## config.mk

```make
export PLATFORM = sky130hd
export DESIGN_NAME = alu_share_ctrl
export DESIGN_NICKNAME = d
export VERILOG_FILES = /design/src/rtl/alu_share_ctrl.sv
export SDC_FILE = /design/constraint.sdc
export NUM_CORES = 1
export LEC_CHECK = 0
export BUFFER_PORTS_ARGS = -buffer_cell sky130_fd_sc_hd__buf_2
export CORE_ASPECT_RATIO = 0.5
export CORE_MARGIN = 8
export CORE_UTILIZATION = 35
export CTS_CLUSTER_SIZE = 20
export DETAILED_ROUTE_END_ITERATION = 7
export HOLD_SLACK_MARGIN = 0.12
export PLACE_DENSITY = 0.68
export SLEW_MARGIN = 5
export SYNTH_ARGS = -nofsm -noshare
export SYNTH_HDL_FRONTEND = slang
export SYNTH_SLANG_ARGS = --single-unit
```

## constraint.sdc

```tcl
create_clock -name clk -period 2.3 [get_ports clk]
set_input_delay 0.23 -clock clk [delete_from_list [all_inputs] [get_ports clk]]
set_output_delay 0.23 -clock clk [all_outputs]
set_load 0.02 [all_outputs]
```

## src/rtl/alu_share_ctrl.sv

```systemverilog
// Round-robin sequencer that lends one shared ALU to two requesters.
// Operands are captured on accept; the flags and result are held until the owner takes the response.
module alu_share_ctrl #(
    parameter int WIDTH = 18
) (
    input  logic             clk,
    input  logic             rst_n,
    input  logic             r0_valid,
    output logic             r0_ready,
    input  logic [1:0]       r0_op,
    input  logic [WIDTH-1:0] r0_a,
    input  logic [WIDTH-1:0] r0_b,
    output logic             r0_rsp_valid,
    input  logic             r0_rsp_ready,
    input  logic             r1_valid,
    output logic             r1_ready,
    input  logic [1:0]       r1_op,
    input  logic [WIDTH-1:0] r1_a,
    input  logic [WIDTH-1:0] r1_b,
    output logic             r1_rsp_valid,
    input  logic             r1_rsp_ready,
    output logic [WIDTH-1:0] rsp_result,
    output logic [2:0]       rsp_flags,
    output logic [2:0]       alu_ctrl,
    output logic [WIDTH-1:0] alu_a,
    output logic [WIDTH-1:0] alu_b,
    input  logic [WIDTH-1:0] alu_result,
    input  logic             alu_zero,
    input  logic             alu_negative,
    input  logic             alu_carry,
    output logic             busy
);

    typedef enum logic [1:0] {
        IDLE = 2'd0,
        EXEC = 2'd1,
        RESP = 2'd2
    } state_t;

    localparam logic [1:0] OP_ADD  = 2'b00;
    localparam logic [1:0] OP_AND  = 2'b01;
    localparam logic [1:0] OP_NAND = 2'b10;
    localparam logic [1:0] OP_NOR  = 2'b11;

    state_t           state;
    state_t           state_next;
    logic             last_grant;
    logic             owner;
    logic [1:0]       op_q;
    logic [WIDTH-1:0] a_q;
    logic [WIDTH-1:0] b_q;
    logic             grant0;
    logic             grant1;
    logic             accept;
    logic             owner_rsp_ready;

    // On a tie the requester that did not win last time gets the ALU.
    always_comb begin
        grant0 = r0_valid & (~r1_valid | last_grant);
        grant1 = r1_valid & (~r0_valid | ~last_grant);
    end

    assign r0_ready        = (state == IDLE) & grant0;
    assign r1_ready        = (state == IDLE) & grant1;
    assign accept          = r0_ready | r1_ready;
    assign owner_rsp_ready = owner ? r1_rsp_ready : r0_rsp_ready;
    assign r0_rsp_valid    = (state == RESP) & ~owner;
    assign r1_rsp_valid    = (state == RESP) & owner;
    assign busy            = (state != IDLE);
    assign alu_a           = a_q;
    assign alu_b           = b_q;

    always_ff @(posedge clk or negedge rst_n) begin
        if (!rst_n) begin
            state <= IDLE;
        end else begin
            state <= state_next;
        end
    end

    always_comb begin
        state_next = state;
        case (state)
            IDLE:    if (accept) state_next = EXEC;
            EXEC:    state_next = RESP;
            RESP:    if (owner_rsp_ready) state_next = IDLE;
            default: state_next = IDLE;
        endcase
    end

    // The ALU only sees a real opcode during the single execute cycle.
    always_comb begin
        alu_ctrl = 3'b000;
        if (state == EXEC) begin
            case (op_q)
                OP_ADD:  alu_ctrl = 3'b001;
                OP_AND:  alu_ctrl = 3'b011;
                OP_NAND: alu_ctrl = 3'b101;
                OP_NOR:  alu_ctrl = 3'b110;
                default: alu_ctrl = 3'b000;
            endcase
        end
    end

    always_ff @(posedge clk or negedge rst_n) begin
        if (!rst_n) begin
            last_grant <= 1'b1;
            owner      <= 1'b0;
            op_q       <= '0;
            a_q        <= '0;
            b_q        <= '0;
            rsp_result <= '0;
            rsp_flags  <= '0;
        end else begin
            if (accept) begin
                owner      <= r1_ready;
                last_grant <= r1_ready;
                op_q       <= r1_ready ? r1_op : r0_op;
                a_q        <= r1_ready ? r1_a  : r0_a;
                b_q        <= r1_ready ? r1_b  : r0_b;
            end
            // Carry is meaningful only for ADD; logic ops always report it clear.
            if (state == EXEC) begin
                rsp_result <= alu_result;
                rsp_flags  <= {alu_carry & (op_q == OP_ADD), alu_negative, alu_zero};
            end
        end
    end

endmodule

```

==> impl_metrics.yaml <==
outcome:
  status: "finished, final reports clean"
floorplan:
  initial_core_util_pct: 35.39
  die_x_um: 147.3
  core_um2: 8528
  die_area_um2: 12030
  ios: 168
  placementRows: 24
  die_h_um: 81.66
routing:
  drt-initial-drc-count: 188
  vias: 3093
  postRouteAntennaNets: 0
  post_drt_via_cell_ratio: 4.886
  wl_um: 10280
  drt-pass1-iter-count: 4
  avgRoutedWirePerCell_um: 16.24
  drc_errors: 0
sta:
  finalHoldViolCount: 0
  drv_slew: 0
  relSlewSlack_pct: 64.87
  timing.hold.ws_ns: 0.1547
  fin_crit_sh_pct: 86.12
  max_freq_mhz: 504.8
  rsz0062_at_grt: "false"
  finalSetupViolations: 0
  worst_slew_pin_slew_ns: 0.5270
  min_period_ns: 1.981
  finalSetupTns_ns: 0
  skew_ns: 0.004990
  fin_ws_ns: 0.3192
final_layout:
  area_growth_pct: 48.22
  diodes: 0
  layout-drive-gt1-share_pct: 39.53
  fin_nets: 615
placed_design:
  hpwl_um: 7152
  pre_cts_slack_ns: 0.5670
  port_buffers: 167
  place_congestion: 0.7815
worst_hold_path:
  hold_path_startpoint: "r1_a[16]"
  holdCritPathClass: "in2reg"
  hold_path_end: "alu_a[16]"
  holdPathStages: 3
logic_synthesis:
  synth_mux_area_share_pct: 0.3731
  syn_nets: 435
  synth.area.top_cells: "dfrtp_1 51%, nand2_1 7.6%, o21ai_0 6.6%, nand3_1 6.3%, o311ai_2 5.4%"
  synthTopCellsByCount: "62 x dfrtp_1, 61 x nand2_1, 41 x inv_1"
  async_flop_share_pct: 100.0
  ys_seq_area_share_pct: 52.28
  ys.warnings.count: 0
  yosysTopAreaCell: "dfrtp_1"
  synth_top_flop_cell: "dfrtp_1"
  synth-adder-area-share_pct: 0
  synth-xor-area-share_pct: 0
  syn_inst: 332
  synth-simple-area-share_pct: 17.25
  synth_compound_area_share_pct: 20.61
  yosysMostFrequentCell: "dfrtp_1"
  syn_area_per_cell_um2: 9.090
  synth_cell_types: 24
  synth_seq_cells: 63
  synth_area_um2: 3018
  synth_top_family_by_area: "compound AO/OA/AOI/OAI gates"
  synth_top_area_share_pct: 51.41
  synth_edf_count: 0
global_route:
  grt_pass1_wl_um: 16480
  antenna_found_initial: 0
  grt_start_max_net_pins: 64
  grt_pass1_vias: 3242
  grtUsageTotal_pct: 17.07
  grt-ovfl-total: 0
worst_setup_path:
  ff2ff_setup_slack_ns: 0.55
  ff2ff_path_depth: 3
  r2r_start: "state[0]"
  crit_required_ns: 2.07
  crit_path_end_kind: "output pin"
  start_kind: "flip-flop"
  r2r_end: "alu_a[1]"
  arrival_ns: 1.75
  crit_type: "reg2out"
  critPathMaxFanout: 18
clock_network:
  clockBufferDepth: 2
  cts_sinks: 63
  cts_tree: "yes"
  cts.clk_slew.worst_paths_ns: 0.05
  cts.htree.levels: 3
  clock_latency_ns: 0.32
  numCtsBuffers: 9
  cts_root_buffer: "clkbuf_16"
  cts_resized: 0
job:
  maxCapViolCount: 0
power_and_ir_drop:
  power.leakage_nw: 2.318
  irDropWorstVdd_mv: 0.5091
  fin_total_pwr_mw: 6.326
  pwr_density_cell_nw_per_um2: 1414
-- critical path, cell delays in order, from the launching register on --
cell and delay [ns]:
dfrtp_1 0.41, or2_1 0.35, buf_4 0.24, nor3_1 0.22, buf_2 0.21
-- worst max path at each step --
stage,slack [ns],end,startpoint
floorplan,0.59,owner,state[0]
global placement,0.66,alu_a[2],state[0]
detailed placement,0.57,alu_a[8],state[0]
CTS,0.30,r0_ready,state[0]
global route,0.18,r0_ready,state[0]
finish,0.32,r0_ready,state[0]
-- per-layer routing --
layer	vias to the layer above	GRT usage [%]	part of all wire [%]
li1	1497	-	-
met1	1500	18.43	37
met2	77	31.73	56
met3	19	4.893	4.8
met4	0	7.265	2.1
met5	-	0	0
-- cell type report --
type                    count  area (um2)
fillers                   828        4055
flip-flops and latches     63        1578
multi-input cells         198        1161
repair buffers            199        1156
clock buffers              15       277.8
inverters                  41       153.9
well taps                 117       146.4
-- flip-flops by register name, indices dropped and copies added (netlist names) --
signal / count
rsp_flags: 3
alu_a: 18
last_grant: 1
op_q: 2
rsp_result: 18
state: 2
alu_b: 18
owner: 1
-- cell families after synthesis --
family,after synthesis
mux,1
simple gates,117
buf+inv,71
flops,63
compound gates,80
-- metrics by stage --
stage / cell area [um2] / std cells / utilization (%)
2_1_floorplan: 3018 / 332 / -
3_3_place_gp: 3975 / 596 / 46.61
3_5_place_dp: 3975 / 596 / 46.61
4_1_cts: 4473 / 633 / 52.45
5_1_grt: 4473 / 633 / 52.45
6_report: 4473 / 633 / 52.45
-- power breakdown --
group / internal (mW) / leakage (nW) / switching [mW]
combinational: 1.08 / 1.42 / 2.03
clock: 0.811 / 0.136 / 0.434
sequential: 1.69 / 0.760 / 0.287
total: 3.58 / 2.32 / 2.75
-- cell usage in the layout (no fill, tap or decap) --
cell type and n:
buf_4 8, dlygate4sd3_1 22, o21ai_0 40, and2_1 3
o311ai_0 17, clkbuf_1 3, buf_2 167, nand3_1 38
mux2_2 1, nor2_1 4, nor2_2 1, dfrtp_1 62
o311ai_1 11, clkbuf_8 3, nand2_1 61, dfstp_2 1
or2_4 1, a22o_1 1, or2_1 1, a21oi_1 1
nor3_1 2, o311ai_2 10, clkbuf_16 9, buf_12 2
inv_1 41, nor2b_1 2, nand2b_1 3, nor3b_2 1
-- what timing repair did --
| item | in CTS | in global routing |
|---|---|---|
| hold buffers | 22 | 0 |
| hold endpoints to repair | 83 | 0 |
| setup buffers | 0 | 0 |
| endpoints found under the setup margin | 0 | 0 |
(Power assumes the default switching activity.)
